File: src/rtl/loader_pkg.sv
// Shared types for the loader write buffer: FSM state and the queued write entry.
package loader_pkg;

  localparam int LOADER_ADDR_W = 22;

  typedef enum logic {
    S_IDLE,
    S_REQ
  } wb_state_t;

  typedef struct packed {
    logic [LOADER_ADDR_W-1:0] addr;
    logic [7:0]               data;
  } wb_entry_t;

endpackage

File: src/rtl/loader_wb_fifo.sv
// Synchronous FIFO of loader write entries; the caller guarantees push only when
// there is room (or a pop on the same edge) and pop only when not empty.
module loader_wb_fifo
  import loader_pkg::*;
#(
  parameter int DEPTH_LOG2 = 4
) (
  input  logic                clk,
  input  logic                reset_n,
  input  logic                push,
  input  logic                pop,
  input  wb_entry_t           push_entry,
  output wb_entry_t           head_entry,
  output logic [DEPTH_LOG2:0] level,
  output logic                full,
  output logic                empty
);

  localparam int DEPTH = 1 << DEPTH_LOG2;

  wb_entry_t             mem_q [DEPTH];
  logic [DEPTH_LOG2-1:0] wr_ptr_q, wr_ptr_d;
  logic [DEPTH_LOG2-1:0] rd_ptr_q, rd_ptr_d;
  logic [DEPTH_LOG2:0]   level_q, level_d;

  // Occupancy is kept as its own count so a full FIFO and an empty one differ
  // even though the wrapped pointers are equal in both cases.
  always_comb begin
    wr_ptr_d = wr_ptr_q;
    rd_ptr_d = rd_ptr_q;
    level_d  = level_q;
    if (push) wr_ptr_d = wr_ptr_q + 1'b1;
    if (pop)  rd_ptr_d = rd_ptr_q + 1'b1;
    case ({push, pop})
      2'b10:   level_d = level_q + 1'b1;
      2'b01:   level_d = level_q - 1'b1;
      default: level_d = level_q;
    endcase
  end

  always_ff @(posedge clk) begin
    if (!reset_n) begin
      wr_ptr_q <= '0;
      rd_ptr_q <= '0;
      level_q  <= '0;
    end else begin
      wr_ptr_q <= wr_ptr_d;
      rd_ptr_q <= rd_ptr_d;
      level_q  <= level_d;
    end
  end

  always_ff @(posedge clk) begin
    if (push) mem_q[wr_ptr_q] <= push_entry;
  end

  assign head_entry = mem_q[rd_ptr_q];
  assign level      = level_q;
  assign full       = (level_q == (DEPTH_LOG2+1)'(DEPTH));
  assign empty      = (level_q == '0);

endmodule

File: src/rtl/loader_write_buffer.sv
// Queues single-cycle loader writes and replays them to SDRAM over a req/ack
// handshake, with sticky overflow and ack-timeout reporting.
module loader_write_buffer
  import loader_pkg::*;
#(
  parameter int ADDR_W     = LOADER_ADDR_W,
  parameter int DEPTH_LOG2 = 4,
  parameter int TIMEOUT    = 255
) (
  input  logic                clk,
  input  logic                reset_n,
  input  logic                downloading,
  input  logic                wr_en,
  input  logic [ADDR_W-1:0]   wr_addr,
  input  logic [7:0]          wr_data,
  output logic                mem_req,
  output logic [ADDR_W-1:0]   mem_addr,
  output logic [7:0]          mem_din,
  input  logic                mem_ack,
  output logic [DEPTH_LOG2:0] level,
  output logic                busy,
  output logic                overflow,
  output logic                timeout_err
);

  localparam int CNT_W = $clog2(TIMEOUT + 1);

  wb_state_t         state_q, state_d;
  logic              mem_req_q, mem_req_d;
  logic [ADDR_W-1:0] mem_addr_q, mem_addr_d;
  logic [7:0]        mem_din_q, mem_din_d;
  logic [CNT_W-1:0]  cnt_q, cnt_d;
  logic              overflow_q, overflow_d;
  logic              timeout_err_q, timeout_err_d;
  logic              downloading_q;

  logic      fifo_push, fifo_pop, fifo_full, fifo_empty;
  logic      drop, dl_rise;
  wb_entry_t push_entry, head_entry;

  assign push_entry.addr = wr_addr;
  assign push_entry.data = wr_data;

  loader_wb_fifo #(
    .DEPTH_LOG2(DEPTH_LOG2)
  ) u_fifo (
    .clk       (clk),
    .reset_n   (reset_n),
    .push      (fifo_push),
    .pop       (fifo_pop),
    .push_entry(push_entry),
    .head_entry(head_entry),
    .level     (level),
    .full      (fifo_full),
    .empty     (fifo_empty)
  );

  // Handshake FSM: a pop always reloads the request registers on the same edge,
  // so an ack with more data queued keeps mem_req high without a gap.
  always_comb begin
    state_d    = state_q;
    mem_req_d  = mem_req_q;
    mem_addr_d = mem_addr_q;
    mem_din_d  = mem_din_q;
    cnt_d      = cnt_q;
    fifo_pop   = 1'b0;
    timeout_err_d = timeout_err_q;
    case (state_q)
      S_IDLE: begin
        if (!fifo_empty) begin
          fifo_pop   = 1'b1;
          mem_req_d  = 1'b1;
          mem_addr_d = head_entry.addr;
          mem_din_d  = head_entry.data;
          cnt_d      = '0;
          state_d    = S_REQ;
        end
      end
      S_REQ: begin
        if (mem_ack) begin
          if (!fifo_empty) begin
            fifo_pop   = 1'b1;
            mem_addr_d = head_entry.addr;
            mem_din_d  = head_entry.data;
            cnt_d      = '0;
          end else begin
            mem_req_d = 1'b0;
            state_d   = S_IDLE;
          end
        end else if (cnt_q == CNT_W'(TIMEOUT - 1)) begin
          mem_req_d     = 1'b0;
          timeout_err_d = 1'b1;
          cnt_d         = '0;
          state_d       = S_IDLE;
        end else begin
          cnt_d = cnt_q + 1'b1;
        end
      end
      default: state_d = S_IDLE;
    endcase

    // A rising edge of downloading clears the sticky flags; a new event on the
    // same edge still wins so it is never lost.
    dl_rise    = downloading && !downloading_q;
    drop       = wr_en && fifo_full && !fifo_pop;
    fifo_push  = wr_en && !drop;
    overflow_d = (overflow_q && !dl_rise) || drop;
    if (dl_rise && !(state_q == S_REQ && !mem_ack && cnt_q == CNT_W'(TIMEOUT - 1)))
      timeout_err_d = 1'b0;
  end

  always_ff @(posedge clk) begin
    if (!reset_n) begin
      state_q       <= S_IDLE;
      mem_req_q     <= 1'b0;
      mem_addr_q    <= '0;
      mem_din_q     <= '0;
      cnt_q         <= '0;
      overflow_q    <= 1'b0;
      timeout_err_q <= 1'b0;
      downloading_q <= 1'b0;
    end else begin
      state_q       <= state_d;
      mem_req_q     <= mem_req_d;
      mem_addr_q    <= mem_addr_d;
      mem_din_q     <= mem_din_d;
      cnt_q         <= cnt_d;
      overflow_q    <= overflow_d;
      timeout_err_q <= timeout_err_d;
      downloading_q <= downloading;
    end
  end

  assign mem_req     = mem_req_q;
  assign mem_addr    = mem_addr_q;
  assign mem_din     = mem_din_q;
  assign overflow    = overflow_q;
  assign timeout_err = timeout_err_q;
  assign busy        = (level != '0) || mem_req_q;

endmodule

File: config.mk
export PLATFORM = sky130hd
export DESIGN_NAME = loader_write_buffer
export DESIGN_NICKNAME = d
export VERILOG_FILES = /design/src/rtl/loader_pkg.sv /design/src/rtl/loader_wb_fifo.sv /design/src/rtl/loader_write_buffer.sv
export SDC_FILE = /design/constraint.sdc
export NUM_CORES = 1
export LEC_CHECK = 0
export CAP_MARGIN = 20
export CORE_MARGIN = 2
export CORE_UTILIZATION = 55
export CTS_BUF_LIST = sky130_fd_sc_hd__clkbuf_8
export DETAILED_ROUTE_END_ITERATION = 8
export DONT_BUFFER_PORTS = 1
export PLACE_DENSITY_LB_ADDON = 0.08
export REMOVE_ABC_BUFFERS = 1
export SYNTH_ARGS = -nofsm -noshare
export SYNTH_HDL_FRONTEND = slang
export SYNTH_SLANG_ARGS = --single-unit
File: constraint.sdc
create_clock -name clk -period 4 [get_ports clk]
set_clock_uncertainty 0.1 [all_clocks]
set_input_delay 0.4 -clock clk [delete_from_list [all_inputs] [get_ports clk]]
set_output_delay 0.4 -clock clk [all_outputs]
set_load 0.005 [all_outputs]
==> results.toml, run 1 <==
[logic_synthesis]
ys_types = 45
synth_area_um2 = 20600
synth_top_area_cell = "edfxtp_1"
synth-seq-cells = 540
postSynthAreaPerCell_um2 = 20.7
yosysWarnings = 0
yosysTopAreaCellShare_pct = 70.1
seq_area_frac_synth_pct = 75.9
synthCells = 991
synthTopCellsByArea = "edfxtp_1 (70%), mux4_2 (13%), dfxtp_1 (5.8%), mux2i_1 (3.1%), o221ai_1 (1.2%)"

[placement]
dp_hpwl_um = 23800
gp_congestion = 0.757
numPortBuffers = 0

[route]
vias = 10100
first_pass_iters = 5
ant_nets = 0
routed_wl_um = 43200
via_per_inst = 6.15
drc = 0
drt_iter0_markers = 541
wl_per_cell_um = 26.5

[critical_path]
slowest_stage = "or4_1"
critPathKind = "reg2reg"
cp.required_ns = 4.43
setup.worst_path.start = "u_fifo.level[1]"
cp-end-kind = "flop"
endpoint = "u_fifo.level[2]"
critPathMaxFanout = 10
reg2reg_to = "u_fifo.level[2]"
crit_arrival_ns = 3.71
crit_chain = "or4_1, o21a_1, inv_1, ha_1, xor2_1, ha_1, a21oi_1, xnor2_1, or3_1, a21oi_1"
reg2regPathDepth = 10
cp_num_buf_inv = 1
r2r-start = "u_fifo.level[1]"
cpPeakStageDelay_ns = 0.77
cp_top_family = "simple AND/OR/NAND/NOR gates"
path_depth = 10
ff2ff_setup_slack_ns = 0.72
crit_path_start_kind = "flop"

[timing]
hold_ws_ns = 0.0742
rsz0062_at_grt = "no"
setup_violations = 0
final_hold_viol_count = 0
tightest_slew_ns = 0.925
fmax_mhz = 305
relSlewSlack_pct = 38.4
fin_crit_ns = 3.28
slew_violations = 0
finalCritPeriodShare_pct = 81.9
tns_ns = 0

[global_route]
grt_overflow = 0
grt_pass1_wl_um = 65200
grt_max_degree = 53
grt_use_total_pct = 23.1
antenna_found_initial = 1
grt_pass1_vias = 10400

[floorplanning]
dieArea_um2 = 38900
die_w_um = 197
dieHeight_um = 197
coreArea_um2 = 36700
ios = 74
start_util_pct = 56.0
rows = 70

[outcome]
status = "completed"

[final_layout]
final_nets = 1143
mostFrequentLayoutCells = "edfxtp_1 (480), mux4_2 (120), clkbuf_8 (98), mux2i_1 (64), dfxtp_1 (57)"
final_common_cell = "edfxtp_1"
area_growth_pct = 13.7
drive_gt1_share_pct = 25.3
fillCellCount = 2486

[power]
power-per-cell-area_nw_per_um2 = 567
p_leak_uw = 0.00743
peakVddDrop_v = 0.000464

[min_path]
hold_path.class = "in2reg"
hold_path_depth = 3

[cts]
htree_levels = 3
cts_tree = "done"
numCtsBuffers = 86
cts_root_buf = "clkbuf_8"
cts_setup_buffers = 0
path_clk_slew_ns = 0.06
cts_resized = 0
insertion_delay_ns = 0.64
numClockSinks = 540
clockBufferDepth = 3
cts-hold-fix-buffers = 36

[job]
drv_cap = 0
final cells by class:
cell class | count | area (um2) | share of cell area, %
Antenna cell | 1 | 2.50 | 0.0107
Clock buffer | 98 | 1350 | 5.77
Clock inverter | 58 | 243 | 1.04
Inverter | 8 | 30.0 | 0.128
Multi-Input combinational cell | 387 | 4790 | 20.5
Sequential cell | 540 | 15600 | 66.8
Tap cell | 468 | 586 | 2.50
Timing Repair Buffer | 74 | 751 | 3.21
flip-flops by register name, indices dropped and copies added, names as in the netlist, named ones only:
register         count
cnt_q                8
downloading_q        1
mem_addr            22
mem_din              8
mem_req              1
overflow             1
state_q              1
timeout_err          1
u_fifo.level         5
u_fifo.mem_q       480
u_fifo.rd_ptr_q      4
u_fifo.wr_ptr_q      4
worst reg2reg max path, delay by kind of cell, from the launching register on:
kind / cells / cell delay [ns]
XOR/XNOR: 2 / 0.23
buffers and inverters: 1 / 0.15
AO/OA/AOI/OAI: 3 / 0.70
flip-flops: 1 / 0.39
AND/OR/NAND/NOR: 2 / 1.09
adder cells (fa/ha/maj): 2 / 0.55
per-layer routing:
layer / track usage [%] / up-vias / part of all wire [%]
met5: 0 / - / 0
met4: 6.88 / 0 / 1.8
met3: 4.71 / 59 / 5.2
met2: 36.9 / 289 / 49
met1: 32.8 / 5343 / 44
li1: - / 4366 / -
metrics by stage:
step                      instances  worst slack (ns)  area, um2  utilization (%)  total power (uW)
after floorplan                 935            -0.802      20300                -              8510
after global placement         1441             0.810      21400             58.3              8990
after detailed placement       1441             0.737      21400             58.3              9010
after CTS                      1633             0.713      23400             63.7             13400
after global routing           1634             0.470      23400             63.7             13800
final                          1634             0.724      23400             63.7             13300
logic make-up (layout without fill, tap and decap cells):
| logic type | Yosys count | count (layout) | synth area share, % |
|---|---|---|---|
| AO/OA/AOI/OAI | 69 | 69 | 2.67 |
| XOR/XNOR | 7 | 7 | 0.298 |
| adder cells (fa/ha/maj) | 11 | 11 | 0.669 |
| buffers and inverters | 64 | 238 | 1.38 |
| flip-flops | 540 | 540 | 75.9 |
| multiplexers | 184 | 184 | 16.3 |
| other | 0 | 1 | 0 |
| AND/OR/NAND/NOR | 116 | 116 | 2.78 |
cell usage after synthesis:
cell type and n:
and3_1 1, a221o_1 1, xor2_1 5, clkbuf_1 22, o2111ai_1 1, nor2b_1 2, o22ai_1 2, or3b_2 1
nor3_1 6, or3_1 5, nor3b_1 2, or4_1 1, o311ai_0 1, a31oi_1 1, edfxtp_1 480, dfxtp_1 60
a21oi_1 10, ha_1 11, o221ai_1 29, nor2_1 29, and4_1 2, buf_2 20, o211ai_1 3, mux4_2 120
o21a_1 1, a22oi_1 2, and2_1 1, xnor2_1 2, nand3_1 38, a311oi_1 6, a21boi_0 1, o21ba_2 1
mux2i_1 64, buf_4 5, a211o_1 1, buf_1 9, o21ai_0 5, inv_1 8, o221ai_2 1, nand2_1 17
o21ai_4 1, nand2b_1 6, a41oi_1 2, nand3b_1 4, nand4_1 1
power by group:
group / internal (uW) / switching (uW) / total, uW / leakage [uW]
clock network: 2230 / 2060 / 4290 / 0.000948
logic: 1130 / 1180 / 2300 / 0.00165
registers: 6370 / 292 / 6660 / 0.00483
total: 9730 / 3530 / 13300 / 0.00743
how the worst min path moves through the flow:
| stage | to | start |
|---|---|---|
| CTS | state_q | reset_n |
| global route | cnt_q[5] | reset_n |
| detailed placement | cnt_q[7] | cnt_q[7] |
| finish | state_q | reset_n |
| floorplan | cnt_q[6] | cnt_q[6] |
| global placement | cnt_q[7] | cnt_q[7] |
Note: power is estimated with default switching activity, not from simulation.
==> run 2, diff against run 1 <==
- clock period: 4 -> 3.1 ns (I/O delays scaled with it)
==> results.toml, run 2 (synthesis results as in run 1) <==
[global_route]
grt_max_degree = 41
grt_use_total_pct = 23.5
antenna_found_initial = 1
grt_pass1_vias = 10400
grt_overflow = 0
grt_pass1_wl_um = 66300

[timing]
fin_crit_ns = 2.78
final_hold_viol_count = 0
tns_ns = 0
relSlewSlack_pct = 26.9
rsz0062_at_grt = "no"
fmax_mhz = 360
tightest_slew_ns = 1.09
setup_violations = 0
slew_violations = 0
finalCritPeriodShare_pct = 89.6

[final_layout]
mostFrequentLayoutCells = "edfxtp_1 (480), mux4_2 (120), clkbuf_8 (106), mux2i_1 (64), dfxtp_1 (57)"
largest_register_ffs = 480
drive_gt1_share_pct = 26.0
final_common_cell = "edfxtp_1"
fillCellCount = 2506
area_growth_pct = 15.0
final_util_pct = 64.4
final_area_um2 = 23600
largest_register = "u_fifo.mem_q"
final_nets = 1148
fin_cells = 1640

[critical_path]
cp.required_ns = 3.55
crit_arrival_ns = 3.23
reg2reg_to = "u_fifo.level[4]"
r2r-start = "u_fifo.level[0]"
crit_path_start_kind = "flop"
reg2regPathDepth = 10
critPathKind = "reg2reg"
critPathMaxFanout = 10
ff2ff_setup_slack_ns = 0.32
cp-end-kind = "flop"

[floorplanning]
ios = 74
rows = 70
start_util_pct = 56.0
dieArea_um2 = 38900
die_w_um = 197
coreArea_um2 = 36700
dieHeight_um = 197

[power]
p_int_uw = 12900
pwr-share-clk_pct = 33.3
swShare_pct = 26.2
power-per-cell-area_nw_per_um2 = 742
p_seq_share_pct = 48.5
p_switching_uw = 4600
peakVddDrop_v = 0.000509
p_comb_share_pct = 18.1
p_total_uw = 17500
p_leak_uw = 0.00753

[placement]
dpl.cell_count = 1444
gp_congestion = 0.727
post_dp_cell_area_um2 = 21500
numPortBuffers = 0
dp_hpwl_um = 23500

[route]
first_pass_iters = 7
vias = 10100
wl_per_cell_um = 26.6
drc = 0
ant_nets = 0
routed_wl_um = 43600
drt_iter0_markers = 683
via_per_inst = 6.14

[min_path]
hold_path_depth = 4
hold_path.class = "in2reg"
hp-start = "mem_ack"
min_to = "overflow"

[outcome]
status = "completed"

[cts]
numClockSinks = 540
cts_tree = "done"
numCtsBuffers = 86
path_clk_slew_ns = 0.05
clockBufferDepth = 3
cts_root_buf = "clkbuf_8"
insertion_delay_ns = 0.62
htree_levels = 3

[job]
drv_cap = 0
-- run 2: worst max path at each step --
stage | start | to | slack (ns) | cells after the start
finish | u_fifo.level[0] | u_fifo.level[4] | 0.32 | 10
floorplan | flop | mem_addr[0] | -1.70 | 3
CTS | u_fifo.level[0] | u_fifo.level[4] | 0.23 | 10
global placement | u_fifo.level[0] | u_fifo.level[4] | 0.29 | 10
detailed placement | u_fifo.level[0] | u_fifo.level[4] | 0.24 | 10
global route | u_fifo.level[0] | u_fifo.level[2] | 0.09 | 10
-- run 2: repair_timing --
action	CTS	global route
gates resized for setup	0	1
buffers inserted	0	0
setup endpoints to repair	0	1
hold buffers	38	0
endpoints found under the hold margin	534	0
-- run 2: stage by stage --
stage | hold slack [ns] | worst slack (ns)
final | 0.0720 | 0.321
after global routing | 0.0474 | 0.0902
after CTS | 0.0192 | 0.228
after detailed placement | 0.309 | 0.243
after global placement | 0.310 | 0.294
after floorplan | 0.309 | -1.70
-- run 2: routing by layer --
metal	GRT usage [%]	part of all wire, %	up-vias
met2	36.6	48	338
met1	33.8	43	5276
met3	5.50	6.3	78
li1	-	-	4377
met5	0	0	-
met4	6.82	1.9	0
-- run 2: critical path: stages (launching register included) --
cell and delay, ns:
dfxtp_1 0.30, or4_1 0.62, o21a_1 0.24, inv_1 0.11, ha_2 0.28, xor2_1 0.16
ha_1 0.18, a21oi_1 0.07, a221o_1 0.32, a211o_1 0.27, nand4_1 0.06
-- run 2: final cells by class --
class / instances / area (um2) / share of cell area (%)
Sequential cell: 540 / 15600 / 66.1
Multi-Input combinational cell: 387 / 4790 / 20.3
Clock buffer: 106 / 1460 / 6.17
Timing Repair Buffer: 79 / 906 / 3.83
Tap cell: 468 / 586 / 2.48
Clock inverter: 51 / 240 / 1.02
Inverter: 8 / 30.0 / 0.127
Antenna cell: 1 / 2.50 / 0.0106
-- run 2: power by group through the flow --
stage	sequential [uW]	clock [uW]	combinational [uW]
final	8520	5850	3180
after global routing	8560	6300	3440
after CTS	8540	6010	3220
after detailed placement	8690	0	3060
after global placement	8680	0	3060
after floorplan	8920	0	2060
